<file path="src/rtl/frame_in_con.sv">
// Receive-side controller for the framed 16-bit word link.
// Strips and checks the optional two-word sync header and checks the burst
// length. Payload words go to a downstream FIFO, and the block reports one
// status outcome per frame along with saturating good/bad frame counters.
//
// state     | meaning
// ----------+---------------------------------------------------------------
// S_IDLE    | between bursts; the first en_in word starts a frame
// S_HEAD1   | first sync word matched; the second sync word is expected next
// S_PAYLOAD | counting payload words and writing words 1..P to the FIFO
// S_DISCARD | frame already failed; swallow words until en_in drops
module frame_in_con #(
    parameter logic [15:0] HEAD0 = 16'h1ACF,
    parameter logic [15:0] HEAD1 = 16'hFC1D,
    parameter int          CNT_W = 16
) (
    input  logic             clk,
    input  logic             reset,
    input  logic             head_en,
    input  logic [15:0]      frame_length,
    input  logic             en_in,
    input  logic [15:0]      dat_in,
    input  logic             fifo_full,
    output logic             fifo_wr,
    output logic [15:0]      fifo_din,
    output logic             frame_last,
    output logic             frame_ok,
    output logic             hdr_err,
    output logic             len_err,
    output logic             ovf_err,
    output logic [CNT_W-1:0] good_cnt,
    output logic [CNT_W-1:0] bad_cnt
);

    typedef enum logic [1:0] {S_IDLE, S_HEAD1, S_PAYLOAD, S_DISCARD} state_t;

    state_t      state, state_nxt;
    logic [16:0] word_cnt, word_cnt_nxt;
    logic [16:0] pay_len, pay_len_nxt;     // payload words P for the current frame
    logic        hdr_f, hdr_f_nxt;
    logic        len_f, len_f_nxt;
    logic        ovf_f, ovf_f_nxt;
    logic        wait_low, wait_low_nxt;   // set by reset: ignore the rest of a live burst

    logic             wr_nxt, last_nxt, ok_nxt, hdr_nxt, len_nxt, ovf_nxt;
    logic [15:0]      din_nxt;
    logic [CNT_W-1:0] good_nxt, bad_nxt;

    logic [16:0] exp_len, new_pay_len, word_inc, word_idx, len_sel;
    logic        take_word, frame_end;

    // Next-state, word handling and frame-end outcome.
    always_comb begin
        state_nxt    = state;
        word_cnt_nxt = word_cnt;
        pay_len_nxt  = pay_len;
        hdr_f_nxt    = hdr_f;
        len_f_nxt    = len_f;
        ovf_f_nxt    = ovf_f;
        wait_low_nxt = wait_low;
        wr_nxt       = 1'b0;
        din_nxt      = fifo_din;
        last_nxt     = 1'b0;
        ok_nxt       = 1'b0;
        hdr_nxt      = 1'b0;
        len_nxt      = 1'b0;
        ovf_nxt      = 1'b0;
        good_nxt     = good_cnt;
        bad_nxt      = bad_cnt;
        take_word    = 1'b0;
        word_idx     = 17'd0;
        len_sel      = pay_len;
        frame_end    = 1'b0;

        exp_len     = {1'b0, frame_length} + 17'd1;
        new_pay_len = head_en ? (exp_len - 17'd2) : exp_len;
        // Saturate so a very long burst can never wrap back onto word P.
        word_inc    = (word_cnt == '1) ? word_cnt : (word_cnt + 17'd1);

        case (state)
            S_IDLE: begin
                if (wait_low) begin
                    if (!en_in) wait_low_nxt = 1'b0;
                end else if (en_in) begin
                    hdr_f_nxt   = 1'b0;
                    len_f_nxt   = 1'b0;
                    ovf_f_nxt   = 1'b0;
                    pay_len_nxt = new_pay_len;
                    if (head_en) begin
                        word_cnt_nxt = 17'd0;
                        if (dat_in != HEAD0) begin
                            hdr_f_nxt = 1'b1;
                            state_nxt = S_DISCARD;
                        end else if (frame_length < 16'd2) begin
                            len_f_nxt = 1'b1;
                            state_nxt = S_DISCARD;
                        end else begin
                            state_nxt = S_HEAD1;
                        end
                    end else begin
                        take_word    = 1'b1;
                        word_idx     = 17'd1;
                        len_sel      = new_pay_len;
                        word_cnt_nxt = 17'd1;
                        state_nxt    = S_PAYLOAD;
                    end
                end
            end
            S_HEAD1: begin
                if (en_in) begin
                    if (dat_in == HEAD1) begin
                        word_cnt_nxt = 17'd0;
                        state_nxt    = S_PAYLOAD;
                    end else begin
                        hdr_f_nxt = 1'b1;
                        state_nxt = S_DISCARD;
                    end
                end else begin
                    len_f_nxt = 1'b1;
                    frame_end = 1'b1;
                end
            end
            S_PAYLOAD: begin
                if (en_in) begin
                    take_word    = 1'b1;
                    word_idx     = word_inc;
                    len_sel      = pay_len;
                    word_cnt_nxt = word_inc;
                end else begin
                    if (word_cnt < pay_len) len_f_nxt = 1'b1;
                    frame_end = 1'b1;
                end
            end
            S_DISCARD: begin
                if (!en_in) frame_end = 1'b1;
            end
            default: state_nxt = S_IDLE;
        endcase

        if (take_word) begin
            if (word_idx <= len_sel) begin
                if (fifo_full) begin
                    ovf_f_nxt = 1'b1;
                end else begin
                    wr_nxt   = 1'b1;
                    din_nxt  = dat_in;
                    last_nxt = (word_idx == len_sel);
                end
            end else begin
                len_f_nxt = 1'b1;
            end
        end

        if (frame_end) begin
            state_nxt = S_IDLE;
            if (!hdr_f_nxt && !len_f_nxt && !ovf_f_nxt) begin
                ok_nxt = 1'b1;
                if (good_cnt != '1) good_nxt = good_cnt + 1'b1;
            end else begin
                hdr_nxt = hdr_f_nxt;
                len_nxt = len_f_nxt;
                ovf_nxt = ovf_f_nxt;
                if (bad_cnt != '1) bad_nxt = bad_cnt + 1'b1;
            end
        end
    end

    // State, frame context and registered outputs.
    always_ff @(posedge clk) begin
        if (reset) begin
            state      <= S_IDLE;
            word_cnt   <= 17'd0;
            pay_len    <= 17'd0;
            hdr_f      <= 1'b0;
            len_f      <= 1'b0;
            ovf_f      <= 1'b0;
            wait_low   <= 1'b1;
            fifo_wr    <= 1'b0;
            fifo_din   <= 16'd0;
            frame_last <= 1'b0;
            frame_ok   <= 1'b0;
            hdr_err    <= 1'b0;
            len_err    <= 1'b0;
            ovf_err    <= 1'b0;
            good_cnt   <= '0;
            bad_cnt    <= '0;
        end else begin
            state      <= state_nxt;
            word_cnt   <= word_cnt_nxt;
            pay_len    <= pay_len_nxt;
            hdr_f      <= hdr_f_nxt;
            len_f      <= len_f_nxt;
            ovf_f      <= ovf_f_nxt;
            wait_low   <= wait_low_nxt;
            fifo_wr    <= wr_nxt;
            fifo_din   <= din_nxt;
            frame_last <= last_nxt;
            frame_ok   <= ok_nxt;
            hdr_err    <= hdr_nxt;
            len_err    <= len_nxt;
            ovf_err    <= ovf_nxt;
            good_cnt   <= good_nxt;
            bad_cnt    <= bad_nxt;
        end
    end

endmodule

</file>
<file path="config.mk">
export PLATFORM = sky130hd
export DESIGN_NAME = frame_in_con
export DESIGN_NICKNAME = d
export VERILOG_FILES = /design/src/rtl/frame_in_con.sv
export SDC_FILE = /design/constraint.sdc
export NUM_CORES = 1
export LEC_CHECK = 0
export CAP_MARGIN = 20
export CORE_ASPECT_RATIO = 0.9
export CORE_UTILIZATION = 55
export CTS_BUF_LIST = sky130_fd_sc_hd__clkbuf_4 sky130_fd_sc_hd__clkbuf_8
export DETAILED_ROUTE_END_ITERATION = 6
export GPL_ROUTABILITY_DRIVEN = 0
export HOLD_SLACK_MARGIN = 0.02
export PLACE_DENSITY = 0.8
export SLEW_MARGIN = 10
export SYNTH_ARGS = -nofsm -noshare
export SYNTH_HDL_FRONTEND = slang
export SYNTH_SLANG_ARGS = --single-unit
</file>
<file path="constraint.sdc">
create_clock -name clk -period 6.5 [get_ports clk]
set_input_delay 1.3 -clock clk [delete_from_list [all_inputs] [get_ports clk]]
set_output_delay 1.3 -clock clk [all_outputs]
set_load 0.05 [all_outputs]
</file>
==> impl_metrics.toml <==
[critical_path]
cp.depth = 17
crit_type = "input port to register"
cp_max_fo = 36
cp.arrival_ps = 6340
cpMaxStageDelayCell = "clkdlybuf4s50_1"
worstPathRequired_ps = 6790
cp_common_cell = "and3_1"
path_delay_family = "simple AND/OR/NAND/NOR gates"
reg2reg_depth = 18
slowest_delay_ps = 610
worstSetupStartpointType = "input port"
crit_chain = "clkdlybuf4s50_1 -> and3_1 -> and3_1 -> and2_0 -> nand3_1 -> xnor2_1 -> a21oi_1 -> ha_1 -> nand4_1 -> or4_1 -> a31oi_1 -> o31ai_1 -> a221oi_2 -> and3_1 -> buf_4 -> and4_2 -> mux2_2"
r2r_end = "good_cnt[12]"
reg2reg_slack_ps = 1270
end_kind = "register"
cp_num_buf_inv = 2
reg2reg_from = "word_cnt[10]"

[sta]
period_share = 0.931
skew_ps = 6.02
fin_crit_ps = 6050
tns_ps = 0
clock.fmax_mhz = 165
slew_headroom = 0.471
slew_violations = 0
hold_viol = 0
rsz0062_at_grt = "no"
tightest_slew_ps = 791
setup_viol = 0

[routing]
drtIter0Drc = 463
vias_per_cell = 5.99
drt_pre_antenna_iters = 7
drt-total-wl_mm = 16.9
wl_per_cell_um = 15.9
remaining_drc_errors = 0
num_vias = 6385
antenna_left = 0

[final_layout]
syn2layout_area_growth_pct = 16.3
drive_gt1_frac = 0.0813
diodes = 0
post-route-util = 0.666
nNetsFinal = 984

[synthesis]
syn_inst = 850
synth_edf_count = 0
ys_warn_count = 0
ys_ff_latch = 94
async_flop_share = 0
synth_area_leaders = "dfxtp_1, ha_1, nor2_1"
ys_types = 76
netlist_area_mm2 = 0.00666
synthFlopType = "dfxtp_1"
syn_area_per_cell_um2 = 7.83
synth_top_area_share = 0.283
post-synth-top-area-cell = "dfxtp_1"
ys_seq_area_frac = 0.283
syn-num-nets = 929

[clock_tree]
postCtsSetupBuffers = 0
cts_hold_buf = 0
cts_resized = 0
clock_sinks = 94
cts_buffers = 9
cts_buffer_depth = 2
cts_tree = "done"
cts_root_buffer = "clkbuf_8"
cts_max_level = 3
clk_pin_slew_ps = 100
clkLatencyLatePin_ps = 400

[flow_run]
max_cap_violations = 0

[global_routing]
grt_max_degree = 71
grt_overflow_total = 0
grt_pass1_wl_mm = 27.8
grt_usage = 0.273
grt_pass1_vias = 5773
antenna_found_initial = 0

[power]
pwr-share-comb = 0.204
p_clk_frac = 0.361
p_int_mw = 0.964
switching_share = 0.301
power_density_mw_per_mm2 = 178
vdd_drop_max_mv = 0.130
p_sw_mw = 0.416
leakagePower_nw = 2.94
sequentialPowerShare = 0.435

[placed_design]
dp_hpwl_mm = 12.5
port_buffers = 90

[worst_hold_path]
whs_path_depth = 2
holdPathEnd = "pay_len[15]"
min_path_type = "register to register"
min-delay-start = "pay_len[15]"

[floorplanning]
fp.dieH_um = 106
die_w_um = 118
start_util = 0.573
dieArea_mm2 = 0.0126
ios = 91
num_rows = 37
core_mm2 = 0.0116

[run_status]
status = "completed"
[worst reg2reg max path, delay by kind of cell, from the launching register on]
family,cells,cell delay (ps)
AOI/OAI and AO/OA,3,690
and+or+nand+nor,11,2740
xor gates and xnor gates,1,240
DFF,1,510
muxes,1,320
adders and majority gates,1,320
buffers and inverters,1,310
[power groups by stage]
| stage | registers [mW] | logic (mW) | clock network [mW] |
|---|---|---|---|
| after floorplan | 0.627 | 0.196 | 0 |
| after global placement | 0.613 | 0.265 | 0 |
| after detailed placement | 0.614 | 0.275 | 0 |
| after CTS | 0.600 | 0.276 | 0.503 |
| after global routing | 0.603 | 0.307 | 0.525 |
| final | 0.601 | 0.281 | 0.498 |
[final cells by class]
type	instances	area (um^2)
clock inverter	6	115
inverter	33	124
sequential	94	1880
tap	156	195
fill	986	3880
timing repair buffer	102	988
clock buffer	10	138
multi-input combinational	665	4300
[layout by cell type, fill, tap and decap left out, types with 21 or more instances in the layout]
cell type,n
and3_1,24
clkdlybuf4s50_1,89
nor2_1,107
nor3_1,21
mux2i_1,22
nand2_1,67
nand3_1,35
dfxtp_1,94
a21oi_1,55
nand4_1,21
nor2b_1,21
inv_1,33
o21ai_0,44
ha_1,42
[per-layer routing]
layer  track usage  vias up  routed length (um)
met4        0.0696        0                 276
met2         0.439      213                7680
met3        0.0762       25                1290
li1              -     3135                   -
met1         0.359     3012                7690
met5             0        -                   0
[worst max path at each step]
stage	startpoint	endpoint
finish	frame_length[2]	good_cnt[12]
global route	frame_length[2]	good_cnt[12]
CTS	frame_length[2]	good_cnt[12]
detailed placement	frame_length[2]	good_cnt[12]
global placement	frame_length[2]	good_cnt[12]
floorplan	frame_length[2]	bad_cnt[2]
[through the flow]
step                cell area, um^2  hold slack [ps]  setup slack (ps)  power (mW)  std cells
finish                         7740              469               448        1.38       1066
detailed placement             7480              459               141       0.888       1049
CTS                            7730              471               546        1.38       1065
floorplan                      6660              432              1030       0.823        850
global placement               7480              443               355       0.878       1049
global route                   7740              484               202        1.44       1066
[cells in the mapped netlist, types with 7 or more instances]
| cell | count |
|---|---|
| a21oi_1 | 55 |
| a31oi_1 | 7 |
| and2_1 | 11 |
| and3_1 | 24 |
| clkbuf_1 | 36 |
| clkbuf_8 | 9 |
| dfxtp_1 | 94 |
| ha_1 | 42 |
| inv_1 | 33 |
| mux2_2 | 16 |
| mux2i_1 | 22 |
| nand2_1 | 67 |
| nand3_1 | 35 |
| nand4_1 | 21 |
| nor2_1 | 107 |
| nor2b_1 | 21 |
| nor3_1 | 22 |
| o21ai_0 | 44 |
| o31ai_1 | 12 |
| or4_1 | 11 |
| xnor2_1 | 18 |
| xor2_1 | 18 |
[flip-flops by register name (all words and copies together), names as in the netlist]
| signal | cells |
|---|---|
| bad_cnt | 16 |
| fifo_din | 16 |
| fifo_wr | 1 |
| frame_last | 1 |
| frame_ok | 1 |
| good_cnt | 16 |
| hdr_err | 1 |
| hdr_f | 1 |
| len_err | 1 |
| len_f | 1 |
| ovf_err | 1 |
| ovf_f | 1 |
| pay_len | 17 |
| state | 2 |
| wait_low | 1 |
| word_cnt | 17 |
[kinds of logic after synthesis]
| group | count (synthesis) | synth area share |
|---|---|---|
| AND/OR/NAND/NOR | 381 | 0.301 |
| AO/OA/AOI/OAI | 168 | 0.157 |
| multiplexers | 38 | 0.0601 |
| XOR/XNOR | 36 | 0.0474 |
| flip-flops | 94 | 0.283 |
| buffers and inverters | 91 | 0.0723 |
| adder cells (fa/ha/maj) | 42 | 0.0789 |
Power figures use the tool's default switching activity.
